## src/rtl/load_pkg.sv

```systemverilog
// Shared definitions for the vector tile streamer.
//   state_t       : transfer FSM states
//   ceil_div      : integer ceiling division used for derived sizes
//   is_pow2       : power-of-two test
//   tile_geom_ok  : tile / bus geometry legality check used at elaboration
package load_pkg;

  typedef enum logic [1:0] {
    IDLE,
    FETCH,
    HOLD,
    DONE
  } state_t;

  localparam int unsigned ELEM_BITS       = 8;
  localparam int unsigned MAX_MEM_LATENCY = 4;

  function automatic int unsigned ceil_div(input int unsigned num, input int unsigned den);
    return (num + den - 1) / den;
  endfunction

  function automatic bit is_pow2(input int unsigned v);
    return (v != 0) && ((v & (v - 1)) == 0);
  endfunction

  // Tile must hold a whole number of memory beats, and a beat must fit in a tile.
  function automatic bit tile_geom_ok(input int unsigned tile_w,
                                      input int unsigned data_w,
                                      input int unsigned mem_bytes);
    if (!is_pow2(mem_bytes)) return 1'b0;
    if ((tile_w % (data_w * mem_bytes)) != 0) return 1'b0;
    if (mem_bytes > (tile_w / data_w)) return 1'b0;
    return 1'b1;
  endfunction

endpackage

```

## src/rtl/load_beat_pipe.sv

```systemverilog
// Read-latency tracker: a LATENCY-stage shift register carrying
// {valid, beat index, byte mask} for each issued memory beat, so the
// returning read data is captured into the right tile slot.
//   clk, rst   : clock, synchronous active-high clear of all stages
//   i_valid    : beat issued this cycle
//   i_idx      : beat index within the tile
//   i_mask     : per-byte keep mask (0 = force byte to zero)
//   o_*        : same fields, LATENCY cycles later
module load_beat_pipe #(
  parameter int unsigned LATENCY = 1,
  parameter int unsigned IDX_W   = 3,
  parameter int unsigned MASK_W  = 4
) (
  input  logic              clk,
  input  logic              rst,
  input  logic              i_valid,
  input  logic [IDX_W-1:0]  i_idx,
  input  logic [MASK_W-1:0] i_mask,
  output logic              o_valid,
  output logic [IDX_W-1:0]  o_idx,
  output logic [MASK_W-1:0] o_mask
);

  localparam int unsigned SW = 1 + IDX_W + MASK_W;

  logic [SW-1:0] r_stage [LATENCY];

  for (genvar gs = 0; gs < LATENCY; gs++) begin : g_stage
    if (gs == 0) begin : g_head
      always_ff @(posedge clk) begin
        if (rst) r_stage[0] <= '0;
        else     r_stage[0] <= {i_valid, i_idx, i_mask};
      end
    end else begin : g_tail
      always_ff @(posedge clk) begin
        if (rst) r_stage[gs] <= '0;
        else     r_stage[gs] <= r_stage[gs-1];
      end
    end
  end

  assign {o_valid, o_idx, o_mask} = r_stage[LATENCY-1];

endmodule

```

## src/rtl/vec_tile_streamer.sv

```systemverilog
// Vector loader: fetches `length` byte elements from DRAM over a
// MEM_BYTES-wide read port, packs them into TILE_WIDTH-bit tiles with the
// tail of the last tile zero-padded, and streams tiles on valid/ready.
//   clk, rst            : clock, synchronous active-high reset
//   valid_in            : start request, sampled only when idle
//   dram_addr, length   : start byte address (beat aligned), element count
//   mem_req, mem_addr   : one read beat per cycle
//   mem_rdata           : read data, MEM_LATENCY cycles after mem_req
//   data_out            : tile elements, element 0 first
//   tile_valid/ready    : tile handshake; tile_last marks the final tile
//   busy, done, err     : transfer status; err pulses with done on misalignment
module vec_tile_streamer
  import load_pkg::*;
#(
  parameter int unsigned TILE_WIDTH  = 256,
  parameter int unsigned DATA_WIDTH  = 8,
  parameter int unsigned MEM_BYTES   = 4,
  parameter int unsigned MEM_LATENCY = 1,
  parameter int unsigned ADDR_WIDTH  = 24,
  parameter int unsigned LEN_WIDTH   = 16
) (
  input  logic                   clk,
  input  logic                   rst,
  input  logic                   valid_in,
  input  logic [ADDR_WIDTH-1:0]  dram_addr,
  input  logic [LEN_WIDTH-1:0]   length,
  output logic                   mem_req,
  output logic [ADDR_WIDTH-1:0]  mem_addr,
  input  logic [MEM_BYTES*8-1:0] mem_rdata,
  output logic [7:0]             data_out [0:TILE_WIDTH/DATA_WIDTH-1],
  output logic                   tile_valid,
  input  logic                   tile_ready,
  output logic                   tile_last,
  output logic                   busy,
  output logic                   done,
  output logic                   err
);

  localparam int unsigned ELEM_COUNT = TILE_WIDTH / DATA_WIDTH;
  localparam int unsigned BEATS      = ceil_div(ELEM_COUNT, MEM_BYTES);
  localparam int unsigned BIDX_W     = (BEATS > 1) ? $clog2(BEATS) : 1;
  localparam int unsigned CNT_W      = $clog2(BEATS + 1) + 1;
  localparam int unsigned EW         = LEN_WIDTH + 1;
  localparam int unsigned XW         = LEN_WIDTH + 2;
  localparam bit          GEOM_OK    = tile_geom_ok(TILE_WIDTH, DATA_WIDTH, MEM_BYTES);

  if (DATA_WIDTH != ELEM_BITS) begin : g_bad_data_width
    $fatal(1, "vec_tile_streamer: DATA_WIDTH must be 8");
  end
  if (!GEOM_OK) begin : g_bad_geometry
    $fatal(1, "vec_tile_streamer: illegal TILE_WIDTH / MEM_BYTES combination");
  end
  if ((MEM_LATENCY < 1) || (MEM_LATENCY > MAX_MEM_LATENCY)) begin : g_bad_latency
    $fatal(1, "vec_tile_streamer: MEM_LATENCY must be 1..4");
  end

  state_t                r_state;
  state_t                w_next;
  logic [ADDR_WIDTH-1:0] r_addr;
  logic [LEN_WIDTH-1:0]  r_len;
  logic [EW-1:0]         r_base;   // element index of tile element 0
  logic [CNT_W-1:0]      r_issue;  // next beat slot to issue
  logic [CNT_W-1:0]      r_cap;    // beats written (captured or zeroed)
  logic                  r_err;
  logic [7:0]            r_tile [BEATS][MEM_BYTES];

  logic                  w_issuing;
  logic [BIDX_W-1:0]     w_issue_idx;
  logic [XW-1:0]         w_beat_first;
  logic                  w_beat_live;
  logic                  w_beat_zero;
  logic [MEM_BYTES-1:0]  w_mask;
  logic [XW-1:0]         w_tile_end;
  logic                  w_more;
  logic                  w_misalign;
  logic                  w_pipe_valid;
  logic [BIDX_W-1:0]     w_pipe_idx;
  logic [MEM_BYTES-1:0]  w_pipe_mask;
  logic                  w_cap_en;
  logic [CNT_W-1:0]      w_cap_total;
  logic                  w_hs;

  assign w_issuing    = (r_state == FETCH) && (r_issue < CNT_W'(BEATS));
  assign w_issue_idx  = r_issue[BIDX_W-1:0];
  assign w_beat_first = XW'(r_base) + XW'(r_issue) * XW'(MEM_BYTES);
  // Beats entirely past the end are never requested; their slot is zeroed.
  assign w_beat_live  = w_issuing && (w_beat_first < XW'(r_len));
  assign w_beat_zero  = w_issuing && !w_beat_live;
  assign w_tile_end   = XW'(r_base) + XW'(ELEM_COUNT);
  assign w_more       = w_tile_end < XW'(r_len);
  assign w_misalign   = (dram_addr & ADDR_WIDTH'(MEM_BYTES - 1)) != '0;
  assign w_cap_en     = (r_state == FETCH) && w_pipe_valid;
  assign w_cap_total  = r_cap + CNT_W'(w_beat_zero) + CNT_W'(w_cap_en);
  assign w_hs         = (r_state == HOLD) && tile_ready;

  for (genvar gk = 0; gk < MEM_BYTES; gk++) begin : g_mask
    assign w_mask[gk] = (w_beat_first + XW'(gk)) < XW'(r_len);
  end

  load_beat_pipe #(
    .LATENCY(MEM_LATENCY),
    .IDX_W  (BIDX_W),
    .MASK_W (MEM_BYTES)
  ) u_beat_pipe (
    .clk    (clk),
    .rst    (rst),
    .i_valid(w_beat_live),
    .i_idx  (w_issue_idx),
    .i_mask (w_mask),
    .o_valid(w_pipe_valid),
    .o_idx  (w_pipe_idx),
    .o_mask (w_pipe_mask)
  );

  always_ff @(posedge clk) begin
    if (rst) r_state <= IDLE;
    else     r_state <= w_next;
  end

  always_comb begin
    w_next = r_state;
    case (r_state)
      IDLE: begin
        if (valid_in) begin
          if (w_misalign || (length == '0)) w_next = DONE;
          else                              w_next = FETCH;
        end
      end
      FETCH: if (w_cap_total == CNT_W'(BEATS)) w_next = HOLD;
      HOLD:  if (tile_ready) w_next = w_more ? FETCH : DONE;
      DONE:  w_next = IDLE;
      default: w_next = IDLE;
    endcase
  end

  always_comb begin
    mem_req    = 1'b0;
    tile_valid = 1'b0;
    tile_last  = 1'b0;
    done       = 1'b0;
    err        = 1'b0;
    busy       = (r_state != IDLE);
    case (r_state)
      FETCH: mem_req = w_beat_live;
      HOLD: begin
        tile_valid = 1'b1;
        tile_last  = !w_more;
      end
      DONE: begin
        done = 1'b1;
        err  = r_err;
      end
      default: ;
    endcase
  end

  assign mem_addr = r_addr;

  always_ff @(posedge clk) begin
    if (rst) begin
      r_addr  <= '0;
      r_len   <= '0;
      r_base  <= '0;
      r_issue <= '0;
      r_cap   <= '0;
      r_err   <= 1'b0;
    end else begin
      case (r_state)
        IDLE: begin
          if (valid_in) begin
            r_addr  <= dram_addr;
            r_len   <= length;
            r_base  <= '0;
            r_issue <= '0;
            r_cap   <= '0;
            r_err   <= w_misalign;
          end
        end
        FETCH: begin
          r_cap <= w_cap_total;
          if (w_issuing) begin
            r_issue <= r_issue + CNT_W'(1);
            r_addr  <= r_addr + ADDR_WIDTH'(MEM_BYTES);
          end
        end
        HOLD: begin
          if (w_hs && w_more) begin
            r_base  <= r_base + EW'(ELEM_COUNT);
            r_issue <= '0;
            r_cap   <= '0;
          end
        end
        default: ;
      endcase
    end
  end

  // A returning beat and a zeroed beat never target the same slot in one cycle.
  for (genvar gb = 0; gb < BEATS; gb++) begin : g_beat
    for (genvar gk = 0; gk < MEM_BYTES; gk++) begin : g_lane
      always_ff @(posedge clk) begin
        if (rst) begin
          r_tile[gb][gk] <= '0;
        end else if (w_cap_en && (w_pipe_idx == BIDX_W'(gb))) begin
          r_tile[gb][gk] <= w_pipe_mask[gk] ? mem_rdata[8*gk +: 8] : 8'h00;
        end else if (w_beat_zero && (w_issue_idx == BIDX_W'(gb))) begin
          r_tile[gb][gk] <= '0;
        end
      end
      assign data_out[gb*MEM_BYTES + gk] = r_tile[gb][gk];
    end
  end

endmodule

```

## config.mk

```make
export PLATFORM = sky130hd
export DESIGN_NAME = vec_tile_streamer
export DESIGN_NICKNAME = d
export VERILOG_FILES = /design/src/rtl/load_pkg.sv /design/src/rtl/load_beat_pipe.sv /design/src/rtl/vec_tile_streamer.sv
export SDC_FILE = /design/constraint.sdc
export NUM_CORES = 1
export LEC_CHECK = 0
export CAP_MARGIN = 25
export CORE_AREA = 2 2 183 185
export DETAILED_ROUTE_END_ITERATION = 16
export DIE_AREA = 0 0 185 187
export PLACE_DENSITY = 0.76
export SYNTH_ARGS = -nofsm -noshare
export SYNTH_HDL_FRONTEND = slang
export SYNTH_SLANG_ARGS = --single-unit
export TNS_END_PERCENT = 5
```

## constraint.sdc

```tcl
create_clock -name clk -period 4.3 [get_ports clk]
set_input_delay 0.645 -clock clk [delete_from_list [all_inputs] [get_ports clk]]
set_output_delay 0.645 -clock clk [all_outputs]
set_load 0.01 [all_outputs]
```

# [After elaboration in Yosys (flattened, before gate mapping)]
# Memory sizes are Yosys's and may differ from the RTL's.
# Index checks and enable logic that the tools add are counted.
[word_totals] ram_bits=264 in_bits=76 rom_bits=0 out_inout_bits=286 word_cells=304 latchBits=0 regBits=70 memories=2
[op_classes] n_lt_le_gt_ge=6 n_eq_ne=23 mul=0 shift=0 n_reduce_logical=41 bitwise_logic=64 mux=151 div_mod_pow=0 addsub=10
[memory_table] name="r_tile" words=8 word_bits=32 read_ports=8 rd_ports_with_merged_regs=0 write_ports=8 line_no="vec_tile_streamer.sv:65" rtl="logic [7:0] r_tile [BEATS][MEM_BYTES];"
[memory_table] name="u_beat_pipe.r_stage" words=1 word_bits=8 read_ports=1 rd_ports_with_merged_regs=0 write_ports=1 line_no="load_beat_pipe.sv:26" rtl="logic [SW-1:0] r_stage [LATENCY];"
[ops] cell="two-way mux 8 bit" count=69
[ops] cell="< comparator 18 x 16 -> 1 bit" count=5
[ops] cell="two-way mux 1 bit" count=65
[ops] cell="OR 1 bit" count=64
[ops] cell="two-way mux 24 bit" count=2
[ops] cell="one-hot mux 24 bit (2 select lines)" count=1
[ops] cell="adder 18 x 2 -> 18 bit, second input constant" count=2
[ops] cell="two-way mux 17 bit" count=2
[ops] cell="one-hot mux 17 bit (2 select lines)" count=1
[ops] cell="one-hot mux 5 bit (3 select lines)" count=2
[ops] cell="adder 24 x 3 -> 24 bit, second input constant" count=1
[ops] cell="equality test 3 bit, second input constant" count=8
[ops] cell="nonzero test 24 bit" count=1
[ops] cell="logical AND 1 bit" count=22
[ops] cell="adder 17 x 6 -> 18 bit, second input constant" count=1
[ops] cell="adder 17 x 7 -> 18 bit" count=1
[ops] cell="adder 18 x 1 -> 18 bit, second input constant" count=1
[ops] cell="adder 17 x 6 -> 17 bit, second input constant" count=1
[ops] cell="logical NOT 16 bit" count=1
[ops] cell="two-way mux 5 bit" count=3
[ops] cell="equality test 3 x 2 -> 1 bit, second input constant" count=4
[ops] cell="AND reduction 3 bit" count=4
[ops] cell="adder 5 x 1 -> 5 bit" count=2
[ops] cell="two-way mux 2 bit" count=5
[ops] cell="18 further kinds" count=27

# [Logic depth before layout (Yosys ltp)]
[depth] word_depth=11 ltp_mapped=22 ltp_nobuf=21

# [Cells and area by module]
# From an unflattened synthesis, not the netlist that was laid out.
[unflattened] hier_cells=1299 hier_area_um2=14377.5
[modules_own_cells] module="vec_tile_streamer" n_inst=1 seq_area_each_um2=8988.6 area_each_um2=14167.3 cells_each=1283
[modules_own_cells] module="load_beat_pipe" n_inst=1 seq_area_each_um2=160.2 area_each_um2=210.2 cells_each=16

# [Least setup slack after synthesis]
# OpenSTA, ideal clock, no wires.
[synth_path] path_kind="reg2reg" from="register r_base[6]" to="register r_state[1]" arrival_ns=3.965 n_path_buf=1 setup_ns=0.086 setup_slack_ns=0.249 t_required_ns=4.214 period_less_slack_ns=4.051 stages_incl_launch_ff=22 path_cell_list="dfxtp_1 -> ha_1 -> a21oi_2 -> nor2_1 -> buf_2 -> xor2_1 -> ha_1 -> nand3_1 -> nor3_1 -> a21boi_0 -> o31ai_1 -> a31oi_2 -> inv_1 -> fa_1 -> inv_1 -> ha_1 -> nand3b_1 -> o21ai_0 -> o2111ai_1 -> a21oi_1 -> nor2_1 -> a211oi_1"
[synth_via] elab_chain_len=10 elab_cells_between_ends=15 cone_classes="4 x add/sub; 2 x order compare; 2 x eq/ne; 3 x mux; 4 x reduce/logical"
[synth_lines] element="start, declared" line_no="vec_tile_streamer.sv:61" rtl="logic [EW-1:0] r_base;"
[synth_lines] element="start signal, assigned" line_no="vec_tile_streamer.sv:188" rtl="r_base <= r_base + EW'(ELEM_COUNT);"
[synth_lines] element="adder 17 x 7 -> 18 bit" line_no="vec_tile_streamer.sv:85" rtl="assign w_beat_first = XW'(r_base) + XW'(r_issue) * XW'(MEM_BYTES);"
[synth_lines] element="< comparator 18 x 16 -> 1 bit" line_no="vec_tile_streamer.sv:87" rtl="assign w_beat_live = w_issuing && (w_beat_first < XW'(r_len));"
[synth_lines] element="logical AND 1 bit" line_no="vec_tile_streamer.sv:87"
[synth_lines] element="logical NOT 1 bit" line_no="vec_tile_streamer.sv:88" rtl="assign w_beat_zero = w_issuing && !w_beat_live;"
[synth_lines] element="logical AND 1 bit" line_no="vec_tile_streamer.sv:88"
[synth_lines] element="adder 5 x 1 -> 5 bit (2 in series)" line_no="vec_tile_streamer.sv:93" rtl="assign w_cap_total = r_cap + CNT_W'(w_beat_zero) + CNT_W'(w_cap_en);"
[synth_lines] element="equality test 5 x 4 -> 1 bit" line_no="vec_tile_streamer.sv:129" rtl="FETCH: if (w_cap_total == CNT_W'(BEATS)) w_next = HOLD;"
[synth_lines] element="inequality test 2 x 1 -> 1 bit (no source line)"
[synth_lines] element="AND reduction 3 bit (no source line)"
[synth_lines] element="end signal, assigned" line_no="vec_tile_streamer.sv:117" rtl="else r_state <= w_next;"
[synth_lines] element="end, declared" line_no="vec_tile_streamer.sv:57" rtl="state_t r_state;"
# Several ways; a longest one is shown, not always the timed one. The select of a mux whose other input is x is not followed.
# A chain may end at the register's enable or synchronous reset.

# [Final worst setup path]
[layout_path] from="register r_issue[4]" to="output port mem_req"
[layout_via] elab_chain_len=4 elab_cells_between_ends=6 cone_classes="1 x add/sub; 2 x order compare; 1 x mux; 2 x reduce/logical"
[layout_lines] element="start, declared" line_no="vec_tile_streamer.sv:62" rtl="logic [CNT_W-1:0] r_issue;"
[layout_lines] element="start signal, assigned" line_no="vec_tile_streamer.sv:182" rtl="r_issue <= r_issue + CNT_W'(1);"
[layout_lines] element="adder 17 x 7 -> 18 bit / < comparator 5 x 4 -> 1 bit (equally long branches)" line_no="vec_tile_streamer.sv:85, vec_tile_streamer.sv:83"
[layout_lines] element="< comparator 18 x 16 -> 1 bit / logical AND 1 bit (equally long branches)" line_no="vec_tile_streamer.sv:87, vec_tile_streamer.sv:83"
[layout_lines] element="logical AND 1 bit (*)" line_no="vec_tile_streamer.sv:87"
[layout_lines] element="two-way mux 1 bit (*)" line_no="vec_tile_streamer.sv:143" rtl="case (r_state)"
[layout_lines] element="end, declared" line_no="vec_tile_streamer.sv:27" rtl="output logic mem_req,"
# Every way passes the cells marked *; elsewhere a longest branch is shown, timed or not.

==> impl_metrics.toml <==
[yosys]
synth_most_common_cell = "nor2_1"
ys_ff_latch = 329
seq_area_frac_synth = 0.6336
synth_top_area_share = 0.5324
netlist_area_sq_um = 14440
yosys-top-cells-area = "edfxtp_1, dfxtp_1, nor2_1"
async_reset_ff_frac = 0
post-synth-top-area-cell = "edfxtp_1"
synthTopCellsByCount = "nor2_1, edfxtp_1, nand2_1, dfxtp_1"
synth_cell_types = 72
avgSynthCellArea_sq_um = 11.19
synth_edf_count = 256
synth-main-ff-cell = "edfxtp_1"
syn_inst = 1291
yosys_warnings = 0
synthesis.nets = 1427

[timing]
fin_ws_ps = 220.4
final.setup_skew_ps = 17.23
period_minus_slack_ps = 4080
setup_tns_ps = 0
fin_crit_sh = 0.9488
max_slew_margin = 0.3850
max_freq_ghz = 0.2451
tightest_slew_ps = 922.5
setup_viol = 0
final-hold-violation-count = 0
slew_violations = 0

[placed_design]
detailed_place_hpwl_microns = 30110
dp_slack_ps = 2.431
gp_congestion = 0.8695
portBuffers = 361

[worst_setup_path]
cp_slowest_cell = "dfxtp_1"
crit_chain = "ha_4, a21oi_4, nor2_4, nand4_1, xnor2_1, ha_1, a21o_1, a21o_1, o211a_1, o31ai_2, nand3_2, nor2_1, dlygate4sd2_1"
path_class = "reg2out"
critPathMaxFanout = 6
cp.arrival_ps = 3430
cp.buffers_inverters = 1
required_ps = 3650
path_delay_family = "compound AO/OA/AOI/OAI gates"
end_kind = "output pin"
start_kind = "register"
critPathMaxStageDelay_ps = 370
cp_common_cell = "a21o_1"

[power_and_ir_drop]
ir_worst_vdd_uv = 208.4
p_leak_nw = 7.236
powerDensity_nw_per_um2 = 403.5

[drt]
finalWirelength_microns = 42890
drc = 0
drt_pass1_iterations = 5
via_per_inst = 5.399
drtAntennaViolNets = 0
num_vias = 11440
drtIter0Drc = 1162
wl_per_cell_microns = 20.24

[grt]
grt_usage = 0.2422
antenna_found_initial = 1
grt_pass1_vias = 10917
grt_max_degree = 37
grt_pass1_wl_microns = 64050
grt_overflow = 0

[cells_and_area]
fill_cells = 2606
area_delta_synth_final_pct = 37.15
nets = 1784
drive_gt1_frac = 0.07365

[floorplanning]
die_h_microns = 187
coreArea_sq_um = 32860
dieWidth_microns = 185
start_util = 0.4394
fp-row-count = 67
io_pins = 362
die_area_sq_um = 34600

[hold_path]
min-delay-path-class = "reg2reg"

[cts]
cts_buffers = 34
cts_root_buf = "clkbuf_16"
cts_sinks = 329
clk_path_buf_depth = 3
insertion_delay_ps = 510
clk_pin_slew_ps = 60
cts_hold_buf = 0
cts_tree = "done"
cts-htree-levels = 2

[flow_run]
drv_cap = 0

[outcome]
status = "finished, final reports clean"
## path summary, 6_finish.rpt
kind	from	to	slack [ps]	depth (start not counted)
setup / recovery	r_issue[4]$_SDFFE_PP0P_	mem_req	220	13
hold / removal	r_len[7]$_SDFFE_PP0P_	r_len[7]$_SDFFE_PP0P_	450	2
setup reg to reg	r_issue[4]$_SDFFE_PP0P_	r_state[1]$_SDFFE_PP0P_	250	20
hold reg to reg	r_len[7]$_SDFFE_PP0P_	r_len[7]$_SDFFE_PP0P_	450	2
## cell type report
cell class / count / area, sq um / area share
repair buffers: 395 / 3946 / 0.1993
multi-input cells: 861 / 5005 / 0.2527
clock inverters: 14 / 108.9 / 0.005496
clock buffers: 44 / 929.6 / 0.04694
well taps: 448 / 560.5 / 0.02830
inverters: 27 / 101.3 / 0.005117
flip-flops and latches: 329 / 9151 / 0.4621
diodes: 1 / 2.502 / 0.0001264
## state kept, by name, indices dropped and copies added, names as in the netlist
register / flops
mem_addr: 24
u_beat_pipe.r_stage: 8
r_cap: 5
r_state: 2
r_err: 1
r_issue: 5
r_len: 16
r_base: 12
r_tile: 256
## cells in the final DEF (no fill, tap or decap), types with 4 or more instances in the layout
master,synthesis,final
clkdlybuf4s50_1,0,358
nor2_1,312,311
edfxtp_1,256,256
nand2_1,132,132
dfxtp_1,73,71
a21oi_1,56,55
ha_1,59,55
o21ai_0,37,37
clkbuf_16,0,35
inv_1,27,27
buf_4,0,26
xnor2_1,23,22
nor3_1,21,20
nand3_1,18,16
nand2b_1,15,15
a211oi_1,15,15
a21o_1,14,14
xor2_1,12,12
nand4_1,9,9
nor4_1,8,8
nor3b_1,8,7
nor2b_1,7,7
mux2i_1,7,7
clkbuf_1,59,7
clkinv_2,0,7
a31oi_1,6,6
a31o_2,6,6
o21a_1,6,6
a311oi_1,6,6
or3_1,5,5
nand3b_1,5,5
buf_12,0,5
and4_1,5,4
and2_1,4,4
clkinv_1,0,4
## layer usage
metal | wire (microns) | global-route usage
met1 | 16680 | 0.3115
met2 | 20970 | 0.4123
met3 | 4033 | 0.04926
met4 | 1204 | 0.07204
met5 | 0 | 0
## stage by stage
step | total power [mW] | instance area [sq um] | util | hold slack [ps] | instances
after floorplan | 4.522 | 14440 | - | 436.3 | 1291
after global placement | 5.204 | 18620 | 0.5666 | 444.9 | 2057
after detailed placement | 5.226 | 18630 | 0.5671 | 448.2 | 2058
after CTS | 8.008 | 19730 | 0.6003 | 455.6 | 2116
after global routing | 8.292 | 19810 | 0.6027 | 468.4 | 2119
final | 7.991 | 19810 | 0.6027 | 454.8 | 2119
## worst reg2reg max path, cell delays in order (launching register included)
cell and delay [ps]:
dfxtp_1 370, ha_4 320, a21oi_4 90, buf_4 150
nor3_1 340, xor2_1 190, ha_1 170, a21o_1 110
a21o_1 150, o211a_1 190, o31ai_2 90, a31oi_2 250
inv_1 90, fa_1 400, inv_1 80, ha_2 280
nor2b_1 140, o2111ai_1 130, a21oi_2 160, nor2_1 60
a211oi_1 220
## logic make-up after synthesis
family,Yosys count,synth area share
XOR/XNOR,35,0.02123
buffers and inverters,101,0.02703
AND/OR/NAND/NOR,564,0.1678
flip-flops,329,0.6336
AO/OA/AOI/OAI,193,0.09072
multiplexers,9,0.007192
adder cells (fa/ha/maj),60,0.05251
## report_power, final
| part | internal (mW) | switching [mW] |
|---|---|---|
| combinational | 0.603 | 0.826 |
| sequential | 3.60 | 0.161 |
| clock | 1.59 | 1.20 |
## timing repair
action | 4_1_cts | 5_1_grt
resized for setup | 10 | 13
hold endpoints to repair | 0 | 0
setup buffers | 0 | 1
setup endpoints to repair | 3 | 3
pin swaps | 1 | 4
Note: power is estimated with default switching activity, not from simulation.
